File: src/rtl/spi_stream_pkg.sv
// Shared types and helpers for the SPI frame streamer and its FIFOs.
package spi_stream_pkg;

    typedef enum logic [2:0] {
        S_IDLE,
        S_LOAD,
        S_SEND,
        S_WAIT,
        S_DRAIN
    } stream_state_t;

    function automatic int cnt_w(input int max);
        return $clog2(max + 1);
    endfunction

endpackage

File: src/rtl/spi_sync_fifo.sv
// Synchronous FIFO with a first-word-fall-through head; push when full and pop when empty are ignored.
module spi_sync_fifo #(
    parameter int WIDTH = 8,
    parameter int DEPTH = 16
) (
    input  logic             i_Clk,
    input  logic             i_Rst,
    input  logic             i_Push,
    input  logic [WIDTH-1:0] i_Data,
    input  logic             i_Pop,
    output logic [WIDTH-1:0] o_Data,
    output logic             o_Full,
    output logic             o_Empty
);
    localparam int AW = $clog2(DEPTH);

    logic [WIDTH-1:0] r_mem [DEPTH];
    logic [AW-1:0]    r_wr_ptr;
    logic [AW-1:0]    r_rd_ptr;
    logic [AW:0]      r_count;
    logic             w_push;
    logic             w_pop;

    assign o_Full  = (r_count == (AW+1)'(DEPTH));
    assign o_Empty = (r_count == '0);
    assign w_push  = i_Push && !o_Full;
    assign w_pop   = i_Pop && !o_Empty;
    assign o_Data  = r_mem[r_rd_ptr];

    always_ff @(posedge i_Clk) begin
        if (w_push) begin
            r_mem[r_wr_ptr] <= i_Data;
        end
    end

    always_ff @(posedge i_Clk) begin
        if (i_Rst) begin
            r_wr_ptr <= '0;
            r_rd_ptr <= '0;
            r_count  <= '0;
        end else begin
            if (w_push) begin
                r_wr_ptr <= r_wr_ptr + AW'(1);
            end
            if (w_pop) begin
                r_rd_ptr <= r_rd_ptr + AW'(1);
            end
            case ({w_push, w_pop})
                2'b10:   r_count <= r_count + (AW+1)'(1);
                2'b01:   r_count <= r_count - (AW+1)'(1);
                default: r_count <= r_count;
            endcase
        end
    end

endmodule

File: src/rtl/spi_frame_streamer.sv
// Buffers host bytes into frames and feeds an SPI master one frame per chip-select,
// tagging returned bytes with their frame position.
module spi_frame_streamer
    import spi_stream_pkg::*;
#(
    parameter int  MAX_BYTES_PER_CS = 4,
    parameter int  DATA_DEPTH       = 16,
    parameter int  LEN_DEPTH        = 4,
    localparam int CW               = cnt_w(MAX_BYTES_PER_CS)
) (
    input  logic          i_Clk,
    input  logic          i_Rst,
    input  logic          i_Wr_DV,
    input  logic [7:0]    i_Wr_Byte,
    input  logic          i_Wr_Last,
    output logic          o_Wr_Ready,
    output logic [CW-1:0] o_TX_Count,
    output logic [7:0]    o_TX_Byte,
    output logic          o_TX_DV,
    input  logic          i_TX_Ready,
    input  logic          i_RX_DV,
    input  logic [7:0]    i_RX_Byte,
    output logic          o_RX_DV,
    output logic [7:0]    o_RX_Byte,
    output logic          o_RX_Last,
    output logic          o_Busy,
    output logic          o_Err_Len
);
    stream_state_t r_state;
    stream_state_t w_state_next;

    logic [CW-1:0] r_wr_cnt;
    logic [CW-1:0] r_rem;
    logic [CW-1:0] r_rx_cnt;
    logic [CW-1:0] r_tx_count;
    logic [7:0]    r_tx_byte;
    logic          r_wait_skip;
    logic          r_err_len;
    logic          r_rx_dv;
    logic [7:0]    r_rx_byte;
    logic          r_rx_last;

    logic          w_wr_accept;
    logic [CW-1:0] w_wr_cnt_inc;
    logic          w_wr_at_max;
    logic          w_len_push;
    logic          w_len_pop;
    logic          w_data_pop;
    logic          w_data_full;
    logic          w_data_empty;
    logic          w_len_full;
    logic          w_len_empty;
    logic [7:0]    w_data_head;
    logic [CW-1:0] w_len_head;

    assign o_Wr_Ready   = !w_data_full && !w_len_full;
    assign w_wr_accept  = i_Wr_DV && o_Wr_Ready;
    assign w_wr_cnt_inc = r_wr_cnt + CW'(1);
    assign w_wr_at_max  = (w_wr_cnt_inc == CW'(MAX_BYTES_PER_CS));
    assign w_len_push   = w_wr_accept && (i_Wr_Last || w_wr_at_max);

    spi_sync_fifo #(.WIDTH(8), .DEPTH(DATA_DEPTH)) u_data_fifo (
        .i_Clk   (i_Clk),
        .i_Rst   (i_Rst),
        .i_Push  (w_wr_accept),
        .i_Data  (i_Wr_Byte),
        .i_Pop   (w_data_pop),
        .o_Data  (w_data_head),
        .o_Full  (w_data_full),
        .o_Empty (w_data_empty)
    );

    spi_sync_fifo #(.WIDTH(CW), .DEPTH(LEN_DEPTH)) u_len_fifo (
        .i_Clk   (i_Clk),
        .i_Rst   (i_Rst),
        .i_Push  (w_len_push),
        .i_Data  (w_wr_cnt_inc),
        .i_Pop   (w_len_pop),
        .o_Data  (w_len_head),
        .o_Full  (w_len_full),
        .o_Empty (w_len_empty)
    );

    // The master drops TX_Ready one cycle after DV, so the first WAIT cycle is blind.
    always_comb begin
        w_state_next = r_state;
        w_len_pop    = 1'b0;
        w_data_pop   = 1'b0;
        case (r_state)
            S_IDLE: begin
                if (!w_len_empty && i_TX_Ready) begin
                    w_len_pop    = 1'b1;
                    w_state_next = S_LOAD;
                end
            end
            S_LOAD: begin
                w_data_pop   = !w_data_empty;
                w_state_next = S_SEND;
            end
            S_SEND: begin
                w_state_next = S_WAIT;
            end
            S_WAIT: begin
                if (!r_wait_skip && i_TX_Ready) begin
                    if (r_rem != '0) begin
                        w_data_pop   = !w_data_empty;
                        w_state_next = S_SEND;
                    end else begin
                        w_state_next = S_DRAIN;
                    end
                end
            end
            S_DRAIN: begin
                if (r_rx_cnt == r_tx_count) begin
                    w_state_next = S_IDLE;
                end
            end
            default: w_state_next = S_IDLE;
        endcase
    end

    always_ff @(posedge i_Clk) begin
        if (i_Rst) begin
            r_state     <= S_IDLE;
            r_wr_cnt    <= '0;
            r_rem       <= '0;
            r_rx_cnt    <= '0;
            r_tx_count  <= '0;
            r_tx_byte   <= '0;
            r_wait_skip <= 1'b0;
            r_err_len   <= 1'b0;
            r_rx_dv     <= 1'b0;
            r_rx_byte   <= '0;
            r_rx_last   <= 1'b0;
        end else begin
            r_state     <= w_state_next;
            r_wait_skip <= (r_state == S_SEND);
            if (w_len_pop) begin
                r_tx_count <= w_len_head;
                r_rem      <= w_len_head;
            end
            if (w_data_pop) begin
                r_tx_byte <= w_data_head;
            end
            if (r_state == S_SEND && r_rem != '0) begin
                r_rem <= r_rem - CW'(1);
            end
            if (w_wr_accept) begin
                r_wr_cnt <= w_len_push ? '0 : w_wr_cnt_inc;
            end
            r_err_len <= w_wr_accept && w_wr_at_max && !i_Wr_Last;
            r_rx_dv   <= i_RX_DV;
            r_rx_byte <= i_RX_Byte;
            r_rx_last <= i_RX_DV && (r_state != S_IDLE) &&
                         (r_rx_cnt == r_tx_count - CW'(1));
            if (r_state == S_IDLE) begin
                r_rx_cnt <= '0;
            end else if (i_RX_DV) begin
                r_rx_cnt <= r_rx_cnt + CW'(1);
            end
        end
    end

    assign o_TX_Count = r_tx_count;
    assign o_TX_Byte  = r_tx_byte;
    assign o_TX_DV    = (r_state == S_SEND);
    assign o_Busy     = (r_state != S_IDLE);
    assign o_Err_Len  = r_err_len;
    assign o_RX_DV    = r_rx_dv;
    assign o_RX_Byte  = r_rx_byte;
    assign o_RX_Last  = r_rx_last;

endmodule

File: config.mk
export PLATFORM = sky130hd
export DESIGN_NAME = spi_frame_streamer
export DESIGN_NICKNAME = d
export VERILOG_FILES = /design/src/rtl/spi_stream_pkg.sv /design/src/rtl/spi_sync_fifo.sv /design/src/rtl/spi_frame_streamer.sv
export SDC_FILE = /design/constraint.sdc
export NUM_CORES = 1
export LEC_CHECK = 0
export BUFFER_PORTS_ARGS = -buffer_cell sky130_fd_sc_hd__buf_2
export CORE_MARGIN = 1.5
export CORE_UTILIZATION = 38
export DETAILED_ROUTE_END_ITERATION = 10
export REMOVE_ABC_BUFFERS = 1
export SLEW_MARGIN = 20
export SYNTH_ARGS = -nofsm -noshare
export SYNTH_HDL_FRONTEND = slang
export SYNTH_HIERARCHICAL = 1
export SYNTH_SLANG_ARGS = --single-unit
File: constraint.sdc
create_clock -name i_Clk -period 9.5 [get_ports i_Clk]
set_input_delay 1.425 -clock i_Clk [delete_from_list [all_inputs] [get_ports i_Clk]]
set_output_delay 1.425 -clock i_Clk [all_outputs]
set_load 0.005 [all_outputs]
==> results of run 1 <==
-- cell usage in the layout (no fill, tap or decap), drive strengths merged, types with 8 or more instances in the layout --
cell type / count
nor3: 11
nor2b: 16
nand3: 10
nand2b: 22
nor2: 41
inv: 25
mux2i: 13
a22oi: 16
dfxtp: 61
a21oi: 13
mux4: 35
clkbuf: 32
ha: 19
nand2: 32
xor2: 11
buf: 52
edfxtp: 140
clkinv: 8
-- power breakdown --
| group | internal [µW] | switching [µW] |
|---|---|---|
| clock | 446 | 326 |
| combinational | 74.3 | 99.8 |
| sequential | 965 | 23.4 |
| total | 1480 | 450 |
-- through the flow --
| stage | setup slack [ns] | area [µm²] | utilization | hold slack, ns | std cells |
|---|---|---|---|---|---|
| floorplan | 5.289 | 8205 | - | 0.4258 | 536 |
| global placement | 5.189 | 8842 | 0.4077 | 0.4404 | 868 |
| detailed placement | 4.997 | 8842 | 0.4077 | 0.4504 | 868 |
| CTS | 5.503 | 9500 | 0.4380 | 0.4591 | 907 |
| global route | 5.203 | 9500 | 0.4380 | 0.5022 | 907 |
| finish | 5.461 | 9500 | 0.4380 | 0.4569 | 907 |
-- logic make-up (layout without fill, tap and decap cells) --
kind of cell             Yosys count  after routing  synth area share
AO/OA/AOI/OAI                     59             59           0.05504
XOR/XNOR                          17             17           0.01785
adder cells (fa/ha/maj)           20             20           0.03089
buffers and inverters             53            117           0.02819
flip-flops                       201            201            0.6503
multiplexers                      48             48            0.1101
AND/OR/NAND/NOR                  165            165            0.1077
-- critical path, stage by stage --
cell and delay (ns):
buf_2 0.09, nor2b_1 0.24, a21oi_1 0.14, nor4_4 0.74, o21ai_4 0.18, inv_1 0.10, ha_1 0.37, xor2_1 0.20
ha_1 0.24, nand2_1 0.07, o21ai_0 0.32, nor3_1 0.09, nand4bb_1 0.19
-- layer usage --
layer | wire length (µm) | global-route usage
met1 | 7158 | 0.1872
met2 | 7573 | 0.2361
met3 | 620 | 0.02590
met4 | 418 | 0.04660
met5 | 0 | 0
-- how the worst max path moves through the flow --
stage | to | slack (ns) | depth (start not counted)
4_1_cts | u_data_fifo/r_count[4]$_SDFFE_PP0P_ | 5.50 | 12
5_1_grt | u_data_fifo/r_count[4]$_SDFFE_PP0P_ | 5.20 | 13
3_5_place_dp | u_data_fifo/r_count[4]$_SDFFE_PP0P_ | 5.00 | 12
6_report | u_data_fifo/r_count[4]$_SDFFE_PP0P_ | 5.46 | 13
3_3_place_gp | u_data_fifo/r_count[4]$_SDFFE_PP0P_ | 5.19 | 13
2_1_floorplan | u_data_fifo/r_count[4]$_SDFFE_PP0P_ | 5.29 | 12
-- area by class of cell --
class                           instances  area, µm²
Fill cell                            1910      12190
Sequential cell                       201       5428
Multi-Input combinational cell        309       2691
Clock buffer                           32      608.1
Tap cell                              280      350.3
Timing Repair Buffer                   52      275.3
Inverter                               26      97.59
Clock inverter                          7      50.05
-- sequential cells by signal, summed over array words and instances, names as in the netlist, 4 cells and up, named ones only --
name	cells
o_RX_Byte	8
o_TX_Byte	8
u_data_fifo/r_count	5
u_data_fifo/r_mem	128
u_data_fifo/r_rd_ptr	4
u_data_fifo/r_wr_ptr	4
u_len_fifo/r_mem	12
==> reports/metrics.yaml, run 1 <==
critPathKind: "in -> reg"
drv_cap: 0
clkTransAtPathRegs_ns: 0.06
r2r_end: "u_data_fifo/r_count[4]$_SDFFE_PP0P_"
worstPathRequired_ns: 9.87
critPathMaxFanout: 12
arrival_ns: 4.41
gr-total-overflow: 0
htree_levels: 1
synthFlopType: "edfxtp_1"
power.total_uw: 1935
period_minus_slack_ns: 4.039
hold_path_end: "r_wr_cnt[1]$_SDFFE_PP0P_"
totalNegativeSetupSlack_ns: 0
worstSetupEndpointType: "flop"
initial_core_util: 0.3847
synth.top_cell.area_share: 0.5039
portBuffers: 46
min-delay-path-class: "reg -> reg"
p_per_area_mw_per_mm2: 203.6
grt_pass1_wl_um: 25220
yosysTopAreaCell: "edfxtp_1"
slew_viol_final: 0
track_usage: 0.1418
synth_most_common_cell: "edfxtp_1"
die_h_um: 151.2
vdd_drop_max_v: 0.0001426
area_delta_synth_final_pct: 13.87
dr.pass1.iters: 4
nNetsFinal: 654
crit_start: "i_TX_Ready"
start_kind: "primary input"
cts_tree: "yes"
cts_resized: 0
hp-start: "r_wr_cnt[1]$_SDFFE_PP0P_"
drc: 0
ys_top_cells_by_count: "edfxtp_1 (140), dfxtp_1 (61), nor2_1 (41)"
core_mm2: 0.02169
fp-row-count: 54
die_w_um: 151.2
reg2reg_slack_ns: 5.86
grt_max_degree: 70
hold_viol_final: 0
tightest_slew_ns: 0.9647
antenna_found_initial: 0
ys_seq_area_frac: 0.6503
ios: 47
syn_area_per_cell_um2: 14.82
async_flop_share: 0
skew_ns: 0.005716
die_area_mm2: 0.02285
grt_pass1_vias: 4855
synth_cell_type_count: 67
finalCritPeriodShare: 0.4252
dp_hpwl_um: 10290
rr_worst_depth: 12
setup_viol: 0
synth.cell_area_mm2: 0.008343
run_status: "complete, no violations"
leakage_uw: 0.003335
via_per_inst: 5.112
wirelength_um: 15770
wl_per_cell_um: 17.39
r2r_start: "u_data_fifo/r_count[2]$_SDFFE_PP0P_"
synth.area.top_cells: "edfxtp_1 (50%), dfxtp_1 (15%), mux4_2 (9.4%)"
synth_edf_count: 140
post_cts_buffers: 0
slew_headroom: 0.3521
cts.sinks: 201
clock_latency_ns: 0.49
drtAntennaViolNets: 0
hold_depth: 2
drive_gt1_frac: 0.2265
yosysWarnings: 6
via_count: 4637
cts-root-buf: "clkbuf_16"
syn_inst: 563
postCtsHoldBufs: 0
place_congestion: 0.6932
rsz0062_at_grt: "false"
cts_buffers: 22
diodes: 0
clockBufferDepth: 3
yosys_register_bits: 201
drt_iter0_markers: 257
max_freq_ghz: 0.2476
(Power assumes the default switching activity.)
==> run 2: changes to the inputs <==
clock period = 3.95 ns   (was 9.5 ns; I/O delays follow)
==> run 2 against run 1 <==
- clock power rose to 2.7 times the previous value
- clock skew rose by 0.012 ns
- sequential cell count did not move
- non-clock buffer count rose by 1
- power rose to 2.5 times the previous value
- core utilization rose by 0.45 points
- critical path depth rose by 1
- hold slack got worse by 0.18 ns
==> reports/metrics.yaml, run 2 (synthesized netlist as in run 1, its figures left out) <==
postCtsHoldBufs: 0
critPathMaxFanout: 12
die_area_mm2: 0.02285
p_per_area_mw_per_mm2: 511.2
pwr-share-comb: 0.085
rr_worst_depth: 14
slew_headroom: 0.3322
htree_levels: 1
dr.pass1.iters: 4
start_kind: "flop"
leakage_uw: 0.003378
reg_top3: "u_data_fifo/r_mem: 128 flops, u_len_fifo/r_mem: 12 flops"
via_count: 4701
critPathKind: "reg -> reg"
power.total_uw: 4906
grt_pass1_wl_um: 25260
drive_gt1_frac: 0.2258
holdWs_ns: 0.2807
antenna_found_initial: 0
run_status: "complete, no violations"
crit_start: "u_data_fifo/r_count[2]$_SDFFE_PP0P_"
min-delay-path-class: "in -> reg"
r2r_start: "u_data_fifo/r_count[2]$_SDFFE_PP0P_"
swShare: 0.2238
final_core_util: 0.4425
totalNegativeSetupSlack_ns: 0
p_sw_uw: 1098
area_delta_synth_final_pct: 15.04
place_congestion: 0.7392
layout_setup_ws_ns: 0.5488
drtAntennaViolNets: 0
ios: 47
wirelength_um: 15950
core_mm2: 0.02169
cts.sinks: 201
die_h_um: 151.2
clock_latency_ns: 0.50
drv_cap: 0
drt_iter0_markers: 285
largest_reg_flops: 128
p_seq_frac: 0.485
track_usage: 0.1433
vdd_drop_max_v: 0.0003484
wl_per_cell_um: 17.55
skew_ns: 0.01726
period_minus_slack_ns: 3.401
dp_hpwl_um: 10440
initial_core_util: 0.3847
crit_end: "u_data_fifo/r_count[4]$_SDFFE_PP0P_"
nNetsFinal: 655
grt_max_degree: 46
cts_resized: 0
worstSetupEndpointType: "flop"
setup_viol: 0
layout_commonest_cell: "edfxtp_1"
drc: 0
place_ws_ns: 0.5548
clkTransAtPathRegs_ns: 0.06
reg2reg_slack_ns: 0.55
cts_buffers: 22
pwr-share-clk: 0.430
max_freq_ghz: 0.2940
n_fill_cell: 1901
portBuffers: 46
gr-total-overflow: 0
finalCritPeriodShare: 0.8611
grt_pass1_vias: 4691
r2r_end: "u_data_fifo/r_count[4]$_SDFFE_PP0P_"
cts_tree: "yes"
post_cts_buffers: 0
hold_viol_final: 0
slew_viol_final: 0
rsz0062_at_grt: "false"
largest-register: "u_data_fifo/r_mem"
worstPathRequired_ns: 4.33
diodes: 0
final_cell_mix: "edfxtp_1 (140), dfxtp_1 (59), buf_2 (46)"
tightest_slew_ns: 0.9980
via_per_inst: 5.172
clockBufferDepth: 3
arrival_ns: 3.78
fp-row-count: 54
cts-root-buf: "clkbuf_16"
die_w_um: 151.2
p_int_uw: 3808
-- run 2: final cells by class --
type | instances | area (µm²) | area share
clock buffer | 29 | 586.8 | 0.06114
clock inverter | 11 | 161.4 | 0.01682
inverter | 26 | 97.59 | 0.01017
multi-input combinational | 309 | 2691 | 0.2804
sequential | 201 | 5428 | 0.5655
tap | 280 | 350.3 | 0.03650
timing repair buffer | 53 | 282.8 | 0.02946
-- run 2: how the worst min path moves through the flow --
stage / start / endpoint / depth (start not counted)
final: i_Wr_Last / o_Err_Len$_SDFF_PP0_ / 2
after global routing: i_Wr_Last / o_Err_Len$_SDFF_PP0_ / 2
after CTS: i_Wr_Last / o_Err_Len$_SDFF_PP0_ / 2
after detailed placement: r_wr_cnt[2]$_SDFFE_PP0P_ / r_wr_cnt[2]$_SDFFE_PP0P_ / 2
after global placement: r_wr_cnt[2]$_SDFFE_PP0P_ / r_wr_cnt[2]$_SDFFE_PP0P_ / 2
after floorplan: r_wr_cnt[2]$_SDFFE_PP0P_ / r_wr_cnt[2]$_SDFFE_PP0P_ / 2
-- run 2: per-layer routing --
layer	track usage	wire (µm)	vias up	share of wire
met5	0	0	-	0
met4	0.03932	279	0	0.017
met3	0.02801	947	24	0.059
met2	0.2381	7813	123	0.49
met1	0.1917	6910	2357	0.43
li1	-	-	2197	-
-- run 2: metrics by stage --
step,area (µm²),cells
6_report,9598,909
4_1_cts,9598,909
3_5_place_dp,8850,869
3_3_place_gp,8850,869
5_1_grt,9598,909
2_1_floorplan,8205,536
-- run 2: power by group through the flow --
stage	sequential (µW)	clock, µW	combinational (µW)
floorplan	2420	0	273
global placement	2420	0	405
detailed placement	2420	0	419
CTS	2380	2160	425
global route	2390	2250	471
finish	2380	2110	418
-- run 2: critical path, stage by stage (launching register included) --
cell,delay (ns)
dfxtp_1,0.42
or4_4,0.62
nor2_1,0.12
nor2_1,0.06
nand2_1,0.17
inv_1,0.18
o21a_4,0.19
inv_1,0.06
ha_1,0.37
xor2_1,0.19
ha_1,0.24
nand2_1,0.09
o21ai_0,0.29
nor3_1,0.08
nand4bb_1,0.18
==> run 3: changes to the inputs <==
CELL_PAD_IN_SITES_DETAIL_PLACEMENT = 1   (was not set)
CELL_PAD_IN_SITES_GLOBAL_PLACEMENT = 2   (was not set)
PLACE_DENSITY_LB_ADDON = 0.1   (was not set)
==> run 3 against run 2 <==
- sequential cell count did not move
- combinational power rose by 5.5%
- clock-buffer cell count fell by 1
- cell count rose by 0.44%
- wire length rose by 16%
==> reports/metrics.yaml, run 3 (synthesized netlist as in run 1, its figures left out) <==
cts_resized: 0
track_usage: 0.1660
clockBufferDepth: 3
final_cell_mix: "edfxtp_1 (140), dfxtp_1 (59), buf_2 (46)"
setup_viol: 0
period_minus_slack_ns: 3.430
rr_worst_depth: 13
drv_cap: 0
htree_levels: 1
cpPeakStageDelay_ns: 0.62
portBuffers: 46
vdd_drop_max_v: 0.0003511
largest-register: "u_data_fifo/r_mem"
via_count: 4694
cp_slowest_cell: "or4_4"
start_kind: "flop"
die_w_um: 151.2
dp_hpwl_um: 12230
clock_latency_ns: 0.52
grt_max_degree: 51
fp-row-count: 54
crit_path_cell_trace: "or4_4 -> nor2_1 -> nor2_1 -> nand2_1 -> inv_1 -> o21a_4 -> inv_1 -> ha_1 -> xor2_1 -> ha_1 -> o31ai_1 -> o22ai_1 -> nand4bb_1"
cts-root-buf: "clkbuf_16"
critPathKind: "reg -> reg"
finalCritPeriodShare: 0.8684
crit_cells: 13
slew_viol_final: 0
leakage_uw: 0.003382
die_h_um: 151.2
layout_commonest_cell: "edfxtp_1"
dr_wl_met2_um: 9580
drtAntennaViolNets: 0
drc: 0
slew_headroom: 0.3635
drt_iter0_markers: 176
via_per_inst: 5.141
cts.sinks: 201
grt_pass1_vias: 4900
reg_top3: "u_data_fifo/r_mem: 128 flops, u_len_fifo/r_mem: 12 flops"
post_dp_cell_area_mm2: 0.008865
top_layer: "met4"
gr-total-overflow: 0
core_mm2: 0.02169
hold_depth: 2
cts_buffers: 23
routed-wl-met3_um: 652
dr.pass1.iters: 4
max_freq_ghz: 0.2915
p_per_area_mw_per_mm2: 510.2
critPathBufInv: 2
area_delta_synth_final_pct: 14.97
diodes: 0
antenna_found_initial: 0
rsz0062_at_grt: "false"
nNetsFinal: 658
worstPathRequired_ns: 4.34
drive_gt1_frac: 0.2322
postCtsHoldBufs: 0
critical-path-top-delay-family: "simple AND/OR/NAND/NOR gates"
hold_viol_final: 0
critPathMaxFanout: 12
post_cts_buffers: 0
clkTransAtPathRegs_ns: 0.06
min-delay-path-class: "in -> reg"
wirelength_um: 18520
tightest_slew_ns: 0.9548
grt_pass1_wl_um: 27960
place_congestion: 0.7139
ios: 47
totalNegativeSetupSlack_ns: 0
die_area_mm2: 0.02285
cts_tree: "yes"
skew_ns: 0.01663
largest_reg_flops: 128
initial_core_util: 0.3847
wl_per_cell_um: 20.29
worstSetupEndpointType: "flop"
design_area_mm2: 0.009592
met1_length_um: 7868
arrival_ns: 3.82
run_status: "complete, no violations"
-- run 3: worst reg2reg max path: stages, from the launching register on --
cell,delay (ns)
dfxtp_1,0.42
or4_4,0.62
nor2_1,0.13
nor2_1,0.07
nand2_1,0.18
inv_1,0.18
o21a_4,0.19
inv_1,0.06
ha_1,0.38
xor2_1,0.12
ha_1,0.25
o31ai_1,0.37
o22ai_1,0.14
nand4bb_1,0.19
-- run 3: worst paths after layout --
kind | endpoint | start | slack, ns
max | u_data_fifo/r_count[4]$_SDFFE_PP0P_ | u_data_fifo/r_count[2]$_SDFFE_PP0P_ | 0.52
min | o_Err_Len$_SDFF_PP0_ | i_Wr_Last | 0.29
max reg2reg | u_data_fifo/r_count[4]$_SDFFE_PP0P_ | u_data_fifo/r_count[2]$_SDFFE_PP0P_ | 0.52
min reg2reg | r_wr_cnt[2]$_SDFFE_PP0P_ | r_wr_cnt[2]$_SDFFE_PP0P_ | 0.46
-- run 3: stage by stage --
step                setup slack (ns)  cells  hold WS, ns    util  total power (µW)
floorplan                     0.5720    536       0.4258       -              2692
global placement              0.6538    871       0.4469  0.4087              2860
detailed placement            0.5174    871       0.4607  0.4087              2876
CTS                           0.5023    913       0.2723  0.4423              4966
global route                  0.2472    913       0.2744  0.4423              5086
finish                        0.5197    913       0.2947  0.4423              4893
-- run 3: layout make-up --
type / count / area, µm²
inverter: 26 / 97.59
sequential: 201 / 5428
clock inverter: 14 / 132.6
timing repair buffer: 55 / 297.8
fill: 2164 / 12100
clock buffer: 28 / 594.3
tap: 280 / 350.3
multi-input combinational: 309 / 2691
-- run 3: metal layers --
metal,up-vias,track usage
met5,-,0
met4,0,0.04466
met3,30,0.02741
met2,79,0.3009
met1,2384,0.2040
li1,2201,-
-- run 3: report_power, final --
part | total (µW) | leakage (µW) | switching (µW) | internal, µW
Clock | 2070 | 0.000357 | 863 | 1210
Sequential | 2380 | 0.00176 | 59.4 | 2320
Combinational | 441 | 0.00126 | 260 | 182
Total | 4890 | 0.00338 | 1180 | 3710
